[config.mk]
export PLATFORM = sky130hd
export DESIGN_NAME = tick_timer_sched
export DESIGN_NICKNAME = d
export VERILOG_FILES = /design/src/rtl/tick_timer_sched.sv
export SDC_FILE = /design/constraint.sdc
export NUM_CORES = 1
export LEC_CHECK = 0
export ABC_AREA = 1
export CAP_MARGIN = 40
export CELL_PAD_IN_SITES_DETAIL_PLACEMENT = 1
export CELL_PAD_IN_SITES_GLOBAL_PLACEMENT = 2
export CORE_MARGIN = 8
export CORE_UTILIZATION = 36
export CTS_CLUSTER_DIAMETER = 30
export DETAILED_ROUTE_END_ITERATION = 16
export PLACE_DENSITY_LB_ADDON = 0.1
export SETUP_SLACK_MARGIN = 0.1
export SLEW_MARGIN = 5
export SYNTH_ARGS = -nofsm -noshare
export SYNTH_HDL_FRONTEND = slang
export SYNTH_SLANG_ARGS = --single-unit
[constraint.sdc]
create_clock -name clk50m -period 1.9 [get_ports clk50m]
set_input_delay 0.38 -clock clk50m [delete_from_list [all_inputs] [get_ports clk50m]]
set_output_delay 0.38 -clock clk50m [all_outputs]
set_load 0.005 [all_outputs]
[src/rtl/tick_timer_sched.sv]
// Multi-channel countdown timer scheduler with a shared prescaler
// and a round-robin valid/ready expiry event port.
module tick_timer_sched #(
  parameter int PRESC = 50000,
  parameter int NCH   = 4,
  parameter int CW    = 16,
  parameter int CHW   = 2
) (
  input  logic           clk50m,
  input  logic           rst_n,
  input  logic           cfg_valid,
  output logic           cfg_ready,
  input  logic [CHW-1:0] cfg_ch,
  input  logic [CW-1:0]  cfg_period,
  input  logic           cfg_periodic,
  input  logic           cfg_stop,
  output logic           tick,
  output logic           evt_valid,
  input  logic           evt_ready,
  output logic [CHW-1:0] evt_ch,
  output logic [NCH-1:0] active,
  output logic [NCH-1:0] overrun
);

  localparam int PW = $clog2(PRESC);
  localparam logic [PW-1:0] PMAX = PW'(PRESC - 1);

  typedef enum logic {
    IDLE,
    PRESENT
  } st_t;

  st_t            state_q, state_d;
  logic [PW-1:0]  pcnt_q, pcnt_d;
  logic [CW-1:0]  cnt_q [NCH];
  logic [CW-1:0]  cnt_d [NCH];
  logic [CW-1:0]  reload_q [NCH];
  logic [CW-1:0]  reload_d [NCH];
  logic [NCH-1:0] mode_q, mode_d;
  logic [NCH-1:0] active_q, active_d;
  logic [NCH-1:0] pend_q, pend_d;
  logic [NCH-1:0] ovr_q, ovr_d;
  logic [CHW-1:0] evt_ch_q, evt_ch_d;
  logic [CHW-1:0] lg_q, lg_d;
  logic [CHW-1:0] pick;
  logic           found;
  logic           acc;
  logic           hs;

  assign tick      = (pcnt_q == PMAX);
  assign cfg_ready = rst_n & ~tick;
  assign acc       = cfg_valid & cfg_ready;
  assign hs        = evt_valid & evt_ready;
  assign evt_ch    = evt_ch_q;
  assign active    = active_q;
  assign overrun   = ovr_q;

  always_comb begin
    pcnt_d = tick ? '0 : pcnt_q + PW'(1);
  end

  // A same-cycle expiry overrides the handshake clear of that channel.
  always_comb begin
    cnt_d    = cnt_q;
    reload_d = reload_q;
    mode_d   = mode_q;
    active_d = active_q;
    pend_d   = pend_q;
    ovr_d    = ovr_q;
    if (hs) pend_d[evt_ch_q] = 1'b0;
    if (acc) begin
      ovr_d[cfg_ch] = 1'b0;
      if (cfg_stop || cfg_period == '0) begin
        active_d[cfg_ch] = 1'b0;
        cnt_d[cfg_ch]    = '0;
        pend_d[cfg_ch]   = 1'b0;
      end else begin
        cnt_d[cfg_ch]    = cfg_period;
        reload_d[cfg_ch] = cfg_period;
        mode_d[cfg_ch]   = cfg_periodic;
        active_d[cfg_ch] = 1'b1;
      end
    end
    if (tick) begin
      for (int c = 0; c < NCH; c++) begin
        if (active_q[c]) begin
          if (cnt_q[c] == CW'(1)) begin
            if (pend_q[c] && !(hs && evt_ch_q == CHW'(c)))
              ovr_d[c] = 1'b1;
            pend_d[c] = 1'b1;
            if (mode_q[c]) begin
              cnt_d[c] = reload_q[c];
            end else begin
              cnt_d[c]    = '0;
              active_d[c] = 1'b0;
            end
          end else begin
            cnt_d[c] = cnt_q[c] - CW'(1);
          end
        end
      end
    end
  end

  // Scan upward from the channel after the last grant.
  always_comb begin
    found = 1'b0;
    pick  = '0;
    for (int i = 1; i <= NCH; i++) begin
      if (!found && pend_q[(int'(lg_q) + i) % NCH]) begin
        found = 1'b1;
        pick  = CHW'((int'(lg_q) + i) % NCH);
      end
    end
  end

  always_comb begin
    state_d  = state_q;
    evt_ch_d = evt_ch_q;
    lg_d     = lg_q;
    unique case (state_q)
      IDLE: begin
        if (found) begin
          state_d  = PRESENT;
          evt_ch_d = pick;
        end
      end
      PRESENT: begin
        if (evt_ready) begin
          state_d = IDLE;
          lg_d    = evt_ch_q;
        end
      end
    endcase
  end

  always_comb begin
    evt_valid = (state_q == PRESENT);
  end

  always_ff @(posedge clk50m or negedge rst_n) begin
    if (!rst_n) begin
      state_q  <= IDLE;
      pcnt_q   <= '0;
      mode_q   <= '0;
      active_q <= '0;
      pend_q   <= '0;
      ovr_q    <= '0;
      evt_ch_q <= '0;
      lg_q     <= CHW'(NCH - 1);
      for (int c = 0; c < NCH; c++) begin
        cnt_q[c]    <= '0;
        reload_q[c] <= '0;
      end
    end else begin
      state_q  <= state_d;
      pcnt_q   <= pcnt_d;
      mode_q   <= mode_d;
      active_q <= active_d;
      pend_q   <= pend_d;
      ovr_q    <= ovr_d;
      evt_ch_q <= evt_ch_d;
      lg_q     <= lg_d;
      for (int c = 0; c < NCH; c++) begin
        cnt_q[c]    <= cnt_d[c];
        reload_q[c] <= reload_d[c];
      end
    end
  end

endmodule

; ---- After elaboration in Yosys (flattened, before gate mapping)
; Cells that the tools add are included.
[op_classes]
n_bitwise = 20
add_sub_neg = 9
n_lt_le_gt_ge = 10
reduce_logical = 31
n_eq_ne = 8
mux = 89
[ops]
columns = cell, n
row1 = $mux W16, 14
row2 = $mux W64, 3
row3 = $bwmux W64, 2
row4 = $and A64 B64 Y64, 1
row5 = $eq A16 B1 Y1 const B, 4
row6 = $not A64 Y64, 1
row7 = $sub A16 B1 Y16 const B, 4
row8 = $mux W1, 48
row9 = $mux W4, 9
row10 = $demux W16 S2, 1
row11 = $add A16 B1 Y16 const B, 1
row12 = $and A4 B4 Y4, 4
row13 = $eq A16 B16 Y1 const B, 1
row14 = $logic_not A16 Y1, 1
row15 = $lt A3 B4 Y1 const B, 4
row16 = $logic_and A1 B1 Y1, 14
row17 = $bmux W1 S2, 4
row18 = $mux W2, 4
row19 = $not A4 Y4, 2
row20 = $reduce_or A2 Y1, 4
row21 = $logic_not A1 Y1, 7
row22 = $lt A2 B3 Y1 const B, 2
row23 = $reduce_and A2 Y1, 3
row24 = $add A2 B1 Y2 const B, 2
row25 = other kinds (16), 27
[word_totals]
regBits = 165
input_bits = 24

; ---- Depth between registers and ports, before layout
[logic_depth]
ltp_word = 18
ltp_mapped = 13

; ---- Least setup slack after synthesis
; Ideal clock, no wire load.
[synth_path]
kind = flip-flop to flip-flop
startpoint = register pcnt_q[0]
endpoint = register active_q[0], in the netlist active[0]
slack_ns = 0.155
required_ns = 1.780
path_stages_with_launch = 12
arrival_ns = 1.625
setup_ns = 0.120
path_cell_list = dfrtp_1 -> ha_1 -> nand3_1 -> nor2_2 -> nand2_4 -> buf_6 -> clkinv_4 -> nand2_4 -> nor2_4 -> inv_2 -> o21ai_1 -> nor2_1
[synth_between]
elab_chain_cells = 9
[synth_rtl]
columns = element, line_no
row1 = from (decl), 34  ; logic [PW-1:0] pcnt_q, pcnt_d;
row2 = from (signal assigned), 157  ; pcnt_q <= pcnt_d;
row3 = $eq A16 B16 Y1 *, 50  ; assign tick = (pcnt_q == PMAX);
row4 = net tick, 17  ; output logic tick,
row5 = $not A1 Y1, 51  ; assign cfg_ready = rst_n & ~tick;
row6 = $and A1 B1 Y1, 51
row7 = $and A1 B1 Y1, 52  ; assign acc = cfg_valid & cfg_ready;
row8 = $mux W4, 71  ; if (acc) begin
row9 = $mux W1, 91  ; if (mode_q[c]) begin
row10 = $mux W1, 87  ; if (cnt_q[c] == CW'(1)) begin
row11 = $mux W1, 86  ; if (active_q[c]) begin
row12 = $mux W4 *, 84  ; if (tick) begin
row13 = net active_d[0], 40  ; logic [NCH-1:0] active_q, active_d;
row14 = to (signal assigned), 159  ; active_q <= active_d;
row15 = to (decl), 40
; The timed path passes the listed nets; every way through them passes the cells marked *.
; A chain may end at the register's enable or synchronous reset.

; ---- Final worst setup path
[layout_path]
startpoint = register pcnt_q[11]
endpoint = output tick
[layout_between]
elab_chain_cells = 1
[layout_rtl]
columns = element, line_no
row1 = $eq A16 B16 Y1, 50
row2 = to (decl), 17
; No other way between the ends.

==> impl_metrics.tcl <==
set metrics [dict create \
    tightest_slew_ns 0.698 \
    postCtsHoldBufs 0 \
    worst_slew_margin_rel_pct 53.5 \
    synth-edff-count 0 \
    cp_data_required_time_ns 1.52 \
    die_height_um 183 \
    syn_inst 1439 \
    worstSetupEndpointType "output port" \
    period_minus_slack_ns 1.95 \
    route.vias.total 10400 \
    worstSkewPairLatency_ns 0.44 \
    power_per_cell_area_nw_per_um2 867 \
    tritoncts.num_buffers 17 \
    outcome "complete, but fails checks" \
    worst_hold_slack_ns 0.0598 \
    report.power.total_mw 12.3 \
    critPathKind "reg2out" \
    num_rows 61 \
    global_route.overflow_total 0 \
    dominantRegCellSynth "dfrtp_1" \
    detail_route.wl_per_cell_um 18.7 \
    async_flop_share_pct 100 \
    synth_seq_area_share_pct 41.2 \
    finalWirelength_um 38000 \
    power.leakage_nw 6.86 \
    design.die.area_um2 33400 \
    post_layout_net_count 1676 \
    fin_worst_skew_ns 0.0123 \
    chipWidth_um 183 \
    portBuffers 36 \
    diodes 0 \
    max_clock_freq_ghz 0.513 \
    gpl.final_weighted_congestion 0.839 \
    grt_setup_unrepaired "yes" \
    peak_supply_drop_uv 656 \
    clkSlewWorstSetupHoldPaths_ns 0.08 \
    clock_tree_from_tritoncts "done" \
    postRouteAntennaNets 0 \
    root_driver "clkbuf_16" \
    timing.hold.worst.class "in2async" \
    area_growth_syn_to_layout_pct 41.7 \
    reg2reg_slack_ns -0.04 \
    fin_worst_setup_slack_ns -0.0487 \
    floorplan.core_area_um2 27600 \
    multi_input_comb_area_um2 6130 \
    floorplan.initialDensity_pct 36.3 \
    reg_area_um2 4140 \
    groute.usage.overall_pct 22.7 \
    mappedNetlistArea_um2 10000 \
    r2r_cells 13 \
    r2r-end "reload_q[13]$_DFFE_PN0P_" \
    vias_in_the_first_global_route 11000 \
    clock_tree.htree_level_count 4 \
    detailedPlacementHpwl_um 27200 \
    failed_checks "setup timing" \
    grt_pass1_wl_um 59700 \
    worstSetupStartpointType "flop" \
    layout_worst_path_cycle_share_pct 103 \
    finalSetupViolCount 28 \
    route.detailed.drc 0 \
    grt_antenna_before_repair 0 \
    hold_viol 0 \
    drive_gt1_share_pct 31.2 \
    ys_ff_latch 165 \
    largest_net_degree_at_the_start_of_global_routing 66 \
    fillers 3451 \
    drt_iter0_drc 453 \
    cts_num_sinks 165 \
    reg2reg_from "pcnt_q[1]$_DFF_PN0_" \
    design.portCount 37 \
    synthesis.yosys.warnings 0 \
    ys_types 42 \
    viasPerCell 5.12 \
    drv_cap 0 \
    cp_max_fo 3 \
    drt_pass1_iterations 5 \
    synth_nets 1472 \
    cts_max_path_bufs 2 \
    timing.critical_path.arrival_ns 1.57 \
    finalMaxSlewViolations 0 \
    post_synth.cell_area_avg_um2 6.96 \
]
synth_stat cells (4+ instances only):
| master | n | area [um^2] |
|---|---|---|
| o21ai_1 | 16 | 80.1 |
| a21oi_1 | 117 | 586 |
| clkbuf_1 | 8 | 30.0 |
| xnor2_1 | 10 | 87.6 |
| o21bai_1 | 7 | 52.6 |
| buf_2 | 18 | 90.1 |
| buf_4 | 9 | 67.6 |
| nand4_1 | 13 | 81.3 |
| o21ai_0 | 87 | 435 |
| ha_1 | 9 | 113 |
| buf_6 | 4 | 45.0 |
| nor2_2 | 10 | 62.6 |
| xor2_1 | 27 | 236 |
| nand2_1 | 421 | 1580 |
| nor3_1 | 30 | 150 |
| nor2_4 | 6 | 67.6 |
| dfrtp_1 | 163 | 4080 |
| inv_1 | 160 | 601 |
| nand3_1 | 112 | 561 |
| nor2_1 | 175 | 657 |
cell type report:
class,instances,area share [%]
flip-flops and latches,165,29.1
well taps,378,3.33
clock inverters,11,0.793
inverters,166,4.62
clock buffers,21,3.38
repair buffers,224,15.6
multi-input cells,1069,43.2
critical path: stages (launching register included):
cell and delay (ns):
dfrtp_1 0.39, nor2_2 0.14, nand2_2 0.08, nor2_4 0.17, nand2_4 0.09, buf_6 0.13, clkinv_4 0.04, buf_6 0.08
state kept, by name, summed over array words and instances (netlist names):
signal / cells
cnt_q: 64
reload_q: 64
pcnt_q: 16
active: 4
mode_q: 4
overrun: 4
pend_q: 4
evt_ch: 2
lg_q: 2
evt_valid: 1
cell usage in the layout (no fill, tap or decap), types with 18 or more instances in the layout:
master,netlist,final
nand3_1,112,82
a21oi_2,0,52
clkdlybuf4s50_1,0,33
nor2_4,6,19
nor2_2,10,18
dfrtp_1,163,158
xor2_1,27,27
clkbuf_16,0,21
nor3_1,30,22
o21ai_1,16,22
nand2_1,421,334
buf_4,9,135
a21oi_1,117,64
o21ai_0,87,42
o21ai_2,0,38
nor2_1,175,154
buf_6,4,27
nand3_2,3,25
inv_1,160,149
nand2_2,3,73
cell families after synthesis:
group                    synth area share (%)
AO/OA/AOI/OAI                            12.1
XOR/XNOR                                 3.23
adder cells (fa/ha/maj)                  1.12
buffers and inverters                    8.59
flip-flops                               41.2
AND/OR/NAND/NOR                          33.7
stage by stage:
step / std cells / instance area, um^2 / utilization (%) / TNS [ns] / setup WS, ns
finish: 2034 / 14200 / 51.4 / -0.355 / -0.0487
global route: 2034 / 14200 / 51.4 / -7.37 / -0.118
CTS: 2019 / 13200 / 47.9 / -0.332 / -0.0508
detailed placement: 1968 / 11900 / 43.2 / -41.82 / -0.648
global placement: 1968 / 11900 / 43.2 / -41.05 / -0.635
floorplan: 1439 / 10000 / - / 0 / 0.155
power by group:
group / leakage [nW] / total (mW) / switching, mW / internal, mW
clock network: 0.291 / 3.56 / 1.59 / 1.97
logic: 4.47 / 4.08 / 2.43 / 1.64
registers: 2.10 / 4.67 / 0.538 / 4.13
total: 6.86 / 12.3 / 4.56 / 7.75
how the worst max path moves through the flow:
stage / start / to / slack (ns)
floorplan: pcnt_q[0]$_DFF_PN0_ / active[0]$_DFF_PN0_ / 0.16
global placement: cfg_period[12] / mode_q[0]$_DFFE_PN0P_ / -0.64
detailed placement: cfg_period[12] / mode_q[0]$_DFFE_PN0P_ / -0.65
CTS: pcnt_q[5]$_DFF_PN0_ / tick / -0.05
global route: pcnt_q[11]$_DFF_PN0_ / tick / -0.12
finish: pcnt_q[11]$_DFF_PN0_ / tick / -0.05
layer usage:
| layer | track usage (%) | vias to the layer above | part of all wire [%] |
|---|---|---|---|
| met3 | 3.21 | 46 | 2.8 |
| met4 | 6.77 | 0 | 2.1 |
| met2 | 38.4 | 146 | 49 |
| met5 | 0 | - | 0 |
| met1 | 29.7 | 5192 | 46 |
| li1 | - | 5023 | - |
repair_timing:
action,in CTS,in global routing
endpoints found under the setup margin,154,156
cloned,1,4
gates resized for setup,184,229
pin swaps,46,50
buffers inserted,21,12
(Power assumes the default switching activity.)
